### config.mk
export PLATFORM = sky130hd
export DESIGN_NAME = grid_overlay
export DESIGN_NICKNAME = d
export VERILOG_FILES = /design/src/rtl/grid_pkg.sv /design/src/rtl/grid_spoke_test.sv /design/src/rtl/grid_overlay.sv
export SDC_FILE = /design/constraint.sdc
export NUM_CORES = 2
export LEC_CHECK = 0
export CORE_MARGIN = 2
export CORE_UTILIZATION = 65
export DETAILED_ROUTE_END_ITERATION = 10
export PLACE_DENSITY = 0.93
export SKIP_CTS_REPAIR_TIMING = 1
export SLEW_MARGIN = 20
export SYNTH_ARGS = -nofsm -noshare
export SYNTH_HDL_FRONTEND = slang
export SYNTH_SLANG_ARGS = --single-unit
### constraint.sdc
create_clock -name clock -period 2.1 [get_ports clock]
set_input_delay 0.42 -clock clock [delete_from_list [all_inputs] [get_ports clock]]
set_output_delay 0.42 -clock clock [all_outputs]
set_load 0.02 [all_outputs]
### src/rtl/grid_pkg.sv
// Shared constants for the radar polar-grid overlay: geometry, colours, spoke trig tables.
// Latency: n/a (package only).
// Backpressure: n/a.
package grid_pkg;

  localparam int RING_SPACING = 64;
  localparam int NUM_RINGS    = 4;
  localparam int RING_TOL     = 2;
  localparam int SPOKE_TOL    = 3;
  localparam int MIN_SPOKE_R  = 16;
  localparam int SPOKE_COUNT  = 7;
  localparam int R_MAX        = RING_SPACING * NUM_RINGS;

  localparam logic [23:0] RING_COLOR  = 24'h00FF00;
  localparam logic [23:0] SPOKE_COLOR = 24'h008000;

  // cos(15*t deg) * 1024, rounded; t = 0..6
  function automatic logic [10:0] cos_q10(input int t);
    case (t)
      0:       cos_q10 = 11'd1024;
      1:       cos_q10 = 11'd989;
      2:       cos_q10 = 11'd887;
      3:       cos_q10 = 11'd724;
      4:       cos_q10 = 11'd512;
      5:       cos_q10 = 11'd265;
      default: cos_q10 = 11'd0;
    endcase
  endfunction

  // sin(15*t deg) * 1024 is the cosine table read backwards
  function automatic logic [10:0] sin_q10(input int t);
    sin_q10 = cos_q10(SPOKE_COUNT - 1 - t);
  endfunction

endpackage

### src/rtl/grid_spoke_test.sv
// One bearing spoke: distance-to-line and along-line projection, then a thickness/near-origin test.
// Latency: 2 clocks (products registered, then hit registered).
// Backpressure: none; accepts one pixel every clock.
module grid_spoke_test
  import grid_pkg::*;
(
  input  logic        clock,
  input  logic        reset_n,
  input  logic [12:0] i_ax,
  input  logic [11:0] i_y,
  input  logic [10:0] i_c,
  input  logic [10:0] i_s,
  output logic        o_hit
);

  localparam logic signed [24:0] D_TOL = 25'(SPOKE_TOL * 1024);
  localparam logic signed [24:0] P_MIN = 25'(MIN_SPOKE_R * 1024);

  logic signed [24:0] w_ax, w_y, w_c, w_s, w_d, w_p;
  logic signed [24:0] r_d, r_p;
  logic               r_hit;

  // Everything widened to 25-bit signed so the sums cannot overflow for any 12-bit input
  assign w_ax = $signed({12'd0, i_ax});
  assign w_y  = $signed({{13{i_y[11]}}, i_y});
  assign w_c  = $signed({14'd0, i_c});
  assign w_s  = $signed({14'd0, i_s});
  assign w_d  = w_ax * w_c - w_y * w_s;
  assign w_p  = w_ax * w_s + w_y * w_c;

  // Stage 1: capture perpendicular distance and projection (both scaled by 1024)
  always_ff @(posedge clock or negedge reset_n) begin
    if (!reset_n) begin
      r_d <= '0;
      r_p <= '0;
    end else begin
      r_d <= w_d;
      r_p <= w_p;
    end
  end

  // Stage 2: inside the spoke's band and far enough from the origin
  always_ff @(posedge clock or negedge reset_n) begin
    if (!reset_n) begin
      r_hit <= 1'b0;
    end else begin
      r_hit <= (r_d >= -D_TOL) && (r_d <= D_TOL) && (r_p >= P_MIN);
    end
  end

  assign o_hit = r_hit;

endmodule

### src/rtl/grid_overlay.sv
// Polar grid overlay: range rings and mirrored bearing spokes over the forward half-plane.
// Latency: 2 clocks, fully pipelined.
// Backpressure: none; a new pixel every clock is accepted.
module grid_overlay
  import grid_pkg::*;
(
  input  logic        clock,
  input  logic        reset_n,
  input  logic [11:0] x_value,
  input  logic [11:0] y_value,
  output logic [23:0] pixel
);

  localparam logic [23:0] RMAX_SQ = 24'(R_MAX * R_MAX);

  logic [12:0]            w_xs, w_ys, w_ax, w_ay;
  logic [23:0]            w_r2;
  logic [NUM_RINGS-1:0]   w_ring;
  logic [SPOKE_COUNT-1:0] w_hit;

  logic [23:0] r_r2;
  logic        r_y_neg;
  logic        r_ring;
  logic        r_spoke_ok;

  // 13-bit magnitudes so -2048 becomes +2048 without wrapping
  assign w_xs = {x_value[11], x_value};
  assign w_ys = {y_value[11], y_value};
  assign w_ax = w_xs[12] ? (~w_xs + 13'd1) : w_xs;
  assign w_ay = w_ys[12] ? (~w_ys + 13'd1) : w_ys;
  assign w_r2 = 24'(w_ax) * 24'(w_ax) + 24'(w_ay) * 24'(w_ay);

  // Stage 1: squared radius and half-plane flag
  always_ff @(posedge clock or negedge reset_n) begin
    if (!reset_n) begin
      r_r2    <= '0;
      r_y_neg <= 1'b0;
    end else begin
      r_r2    <= w_r2;
      r_y_neg <= y_value[11];
    end
  end

  // Ring k band: R^2 - 2*R*TOL <= r2 <= R^2 + 2*R*TOL, avoiding any square root
  for (genvar k = 0; k < NUM_RINGS; k++) begin : g_ring
    localparam int          R  = RING_SPACING * (k + 1);
    localparam logic [23:0] LO = 24'(R * R - 2 * R * RING_TOL);
    localparam logic [23:0] HI = 24'(R * R + 2 * R * RING_TOL);
    assign w_ring[k] = (r_r2 >= LO) && (r_r2 <= HI);
  end

  // Spokes take |x| so each test covers both the +t and -t bearing
  for (genvar t = 0; t < SPOKE_COUNT; t++) begin : g_spoke
    grid_spoke_test u_spoke (
      .clock   (clock),
      .reset_n (reset_n),
      .i_ax    (w_ax),
      .i_y     (y_value),
      .i_c     (cos_q10(t)),
      .i_s     (sin_q10(t)),
      .o_hit   (w_hit[t])
    );
  end

  // Stage 2: ring classification and spoke gating, aligned with the spoke hit registers
  always_ff @(posedge clock or negedge reset_n) begin
    if (!reset_n) begin
      r_ring     <= 1'b0;
      r_spoke_ok <= 1'b0;
    end else begin
      r_ring     <= !r_y_neg && (|w_ring);
      r_spoke_ok <= !r_y_neg && (r_r2 <= RMAX_SQ);
    end
  end

  // Rings win over spokes; all inputs here are registers so reset clears pixel at once
  assign pixel = r_ring                     ? RING_COLOR  :
                 (r_spoke_ok && (|w_hit))   ? SPOKE_COLOR : 24'h000000;

endmodule

==> results of run 1 <==
==> stage by stage <==
step | area [um2] | std cells
detailed placement | 52000 | 6447
global placement | 52000 | 6447
CTS | 52900 | 6495
floorplan | 42500 | 4526
==> synthesized netlist by cell type (all sizes together) (11+ instances only) <==
master  instances  share of area (%)
a211oi         22               0.39
a21boi         11               0.20
a21o           53               0.95
a21oi         207                2.5
a311oi         14               0.29
a31oi          25               0.37
and2           30               0.45
and3           23               0.34
buf            29               0.48
clkbuf         54               0.49
dfrtp         237                 14
fa            553                 26
ha            717                 21
inv           990                8.9
nand2         161                1.4
nand2b         47               0.70
nand3          51               0.61
nand4          30               0.45
nor2          280                2.5
nor2b          34               0.51
nor3           64               0.77
nor4           59               0.88
o211ai         14               0.25
o21a           35               0.63
o21ai         104                1.3
o21bai         45               0.82
o31ai          20               0.36
o41ai          13               0.33
or2            23               0.34
or3            25               0.37
xnor2         274                5.8
xor2           99                2.1
==> kinds of logic after synthesis <==
kind of cell,Yosys count,synth area share [%]
DFF,237,14.2
xor gates and xnor gates,373,7.82
muxes,3,0.0777
buffers and inverters,1077,9.88
adders and majority gates,1270,47.9
other,2,0.0179
AOI/OAI and AO/OA,645,10.2
and+or+nand+nor,857,9.96
==> layer usage <==
layer / overflow / global-route usage [%]
met5: 21 / 74.2
met4: 725 / 101
met3: 240 / 84.9
met2: 1770 / 108
met1: 257 / 87.2
==> impl_metrics.env, run 1 <==
export IMPL_outcome="aborted with a tool error"
export IMPL_haltStage="global routing (5_1_grt)"
export IMPL_tool_error="[ERROR GRT-0116] Global routing finished with congestion. Check the congestion regions in the DRC Viewer."
export IMPL_initial_core_util_pct=65.4
export IMPL_grt_max_degree=64
export IMPL_cts_buffers=26
export IMPL_synthArstFlopShare_pct=100
export IMPL_grt_pass1_wl_mm=452
export IMPL_rows=93
export IMPL_h_tree_depth=1
export IMPL_place_ws_ns=-6.82
export IMPL_ys_seq_area_share_pct=14.2
export IMPL_synth_edf_count=0
export IMPL_synth_cell_types=83
export IMPL_ys_flop_type="dfrtp_1"
export IMPL_ys_ff_latch=237
export IMPL_cts_sinks=237
export IMPL_grt_pass1_vias=61100
export IMPL_gp_congestion=1.12
export IMPL_io_pins=50
export IMPL_root_buffer="clkbuf_16"
export IMPL_synth_area_mm2=0.0419
export IMPL_postSynthCellCount=4464
export IMPL_die_x_um=258
export IMPL_dp_hpwl_mm=161
export IMPL_grt_overflow_total=3013
export IMPL_io_buffers=33
export IMPL_clockBufferDepth=3
export IMPL_postSynthAreaPerCell_um2=9.38
export IMPL_yosysWarnings=0
export IMPL_grt_usage_pct=94.1
export IMPL_die_h_um=258
==> run 2: changes to the inputs <==
- CORE_UTILIZATION: 65 -> 40
- PLACE_DENSITY: 0.93 -> unset
- PLACE_DENSITY_LB_ADDON: unset -> 0.15
==> run 2 against run 1 <==
The flow now finishes, with violations (setup timing). Synthesized area stayed put. Synthesized cell count unchanged.
==> impl_metrics.env, run 2 <==
export IMPL_place_inst=7091
export IMPL_regMostFlops="g_spoke.u_spoke.r_d"
export IMPL_min_delay_start="y_value[6]"
export IMPL_final_layout_size_suffix_gt1_share_pct=38.5
export IMPL_grt_overflow_total=0
export IMPL_r2r_start="g_spoke[5].u_spoke.r_d[0]$_DFF_PN0_"
export IMPL_routed_wl_mm=142
export IMPL_layout_cells_non_filler=7341
export IMPL_placed_cell_area_mm2=0.0536
export IMPL_grt_pass1_wl_mm=209
export IMPL_setup_worst_path_start="x_value[0]"
export IMPL_grt_usage_pct=25.6
export IMPL_cp_start_kind="input pin"
export IMPL_synth_area_leader_cell="fa_1"
export IMPL_setup_slack_ns=-5.15
export IMPL_place_ws_ns=-6.19
export IMPL_max_slew_margin_pct=50.2
export IMPL_finalClockSkew_ns=0.0205
export IMPL_largest_register_ffs=131
export IMPL_drtIter0Drc=2084
export IMPL_via_per_inst=4.91
export IMPL_setup_viol=198
export IMPL_initial_core_util_pct=40.4
export IMPL_crit_top_cell="buf_6"
export IMPL_final_hold_viol_count=0
export IMPL_final_cell_mix="buf_4, inv_1, ha_1"
export IMPL_ys_top_cells_by_area="fa_1, ha_1, dfrtp_1"
export IMPL_maxSlewViolCount=0
export IMPL_clockBufferDepth=3
export IMPL_rsz0062_at_grt="yes"
export IMPL_cts_tree="yes"
export IMPL_synth_top_cell_area_share_pct=26.5
export IMPL_ys_seq_area_share_pct=14.2
export IMPL_h_tree_depth=2
export IMPL_clk_pin_slew_ns=0.06
export IMPL_antenna_found_initial=6
export IMPL_fin_crit_sh_pct=345
export IMPL_max_stage_delay_ns=0.61
export IMPL_n_fill_cell=8867
export IMPL_wl_per_cell_um=19.4
export IMPL_die_x_um=327
export IMPL_synth_area_mm2=0.0419
export IMPL_synth_top_cells_by_count="inv_1, ha_1, fa_1"
export IMPL_gp_congestion=0.999
export IMPL_die_h_um=327
export IMPL_worstSetupEndpointType="flop"
export IMPL_tightest_slew_ns=0.742
export IMPL_io_buffers=33
export IMPL_postSynthCellCount=4464
export IMPL_max_cap_violations=0
export IMPL_rows=118
export IMPL_final_core_util_pct=59.5
export IMPL_cp_data_required_time_ns=2.56
export IMPL_cp_max_fo=6
export IMPL_core_mm2=0.104
export IMPL_max_freq_mhz=138
export IMPL_postSynthAreaPerCell_um2=9.38
export IMPL_io_pins=50
export IMPL_grt_max_degree=51
export IMPL_fin_nets=7231
export IMPL_crit_type="in -> reg"
export IMPL_synth_edf_count=0
export IMPL_insertion_delay_ns=0.59
export IMPL_final_common_cell="buf_4"
export IMPL_synthArstFlopShare_pct=100
export IMPL_grt_pass1_vias=36300
export IMPL_root_buffer="clkbuf_16"
export IMPL_fp_dieArea_mm2=0.107
export IMPL_cts_buffers=34
export IMPL_ys_ff_latch=237
export IMPL_postRouteAntennaNets=0
export IMPL_first_pass_iters=5
export IMPL_synth_cell_types=83
export IMPL_antennaDiodeCount=0
export IMPL_synth_most_common_cell="inv_1"
export IMPL_ys_flop_type="dfrtp_1"
export IMPL_seqCellArea_mm2=0.00593
export IMPL_syn2layout_area_growth_pct=47.4
export IMPL_multi_input_area_mm2=0.0370
export IMPL_cp_slowest_cell="fa_2"
export IMPL_dp_hpwl_mm=118
export IMPL_violations="setup timing"
export IMPL_reg_top3="g_spoke.u_spoke.r_d (131), g_spoke.u_spoke.r_p (74), r_r2 (23)"
export IMPL_dr_total_vias=36000
export IMPL_outcome="finished with violations"
export IMPL_arrival_ns=7.71
export IMPL_final_cell_area_mm2=0.0617
export IMPL_yosysWarnings=0
export IMPL_cts_sinks=237
export IMPL_min_path_type="in -> reg"
export IMPL_drc=0
export IMPL_period_needed_ns=7.25
==> run 2: layer usage <==
metal	share of wire, %	vias to the layer above	track usage (%)
li1	-	17300	-
met1	46	17800	36.8
met2	45	768	39.9
met3	5.6	154	4.08
met4	2.9	8	7.03
met5	0.038	-	0
==> run 2: per-stage QoR <==
stage	setup TNS [ns]	hold slack, ns
floorplan	-713.14	0.124
detailed placement	-898.28	0.390
global placement	-889.27	0.387
finish	-681.69	0.214
global route	-712.01	0.194
CTS	-778.97	-0.261
==> run 2: cells by family after synthesis <==
kind of cell	Yosys count	share of synthesized area [%]
adders and majority gates	1270	47.9
buffers and inverters	1077	9.88
and+or+nand+nor	857	9.96
AOI/OAI and AO/OA	645	10.2
xor gates and xnor gates	373	7.82
DFF	237	14.2
muxes	3	0.0777
other	2	0.0179
==> run 2: critical path: cells and delay by family <==
family                     cells  cell delay, ns
and+or+nand+nor                3            0.88
buffers and inverters         11            1.24
xor gates and xnor gates       3            0.63
adders and majority gates      7            2.99
AOI/OAI and AO/OA              9            1.54
==> run 2: layout make-up <==
class	count	area share, %
clock buffers	43	1.53
clock inverters	19	0.367
inverters	994	6.22
multi-input cells	3212	60.0
flip-flops and latches	237	9.61
well taps	1380	2.80
repair buffers	1456	19.5
==> run 2: worst paths after layout <==
check | to | slack [ns] | cells after the start
max | g_spoke[1].u_spoke.r_d[23]$_DFF_PN0_ | -5.15 | 33
min | g_spoke[0].u_spoke.r_p[16]$_DFF_PN0_ | 0.21 | 2
max reg2reg | r_ring$_DFF_PN0_ | -0.32 | 10
min reg2reg | g_spoke[1].u_spoke.o_hit$_DFF_PN0_ | 0.42 | 1
max in group asynchronous | g_spoke[5].u_spoke.r_p[16]$_DFF_PN0_ | 1.06 | 3
min in group asynchronous | r_r2[7]$_DFF_PN0_ | 0.34 | 2
Power of run 2 is not shown: default switching activity piles up to over one toggle a cycle in this logic, so the estimate is an artifact.
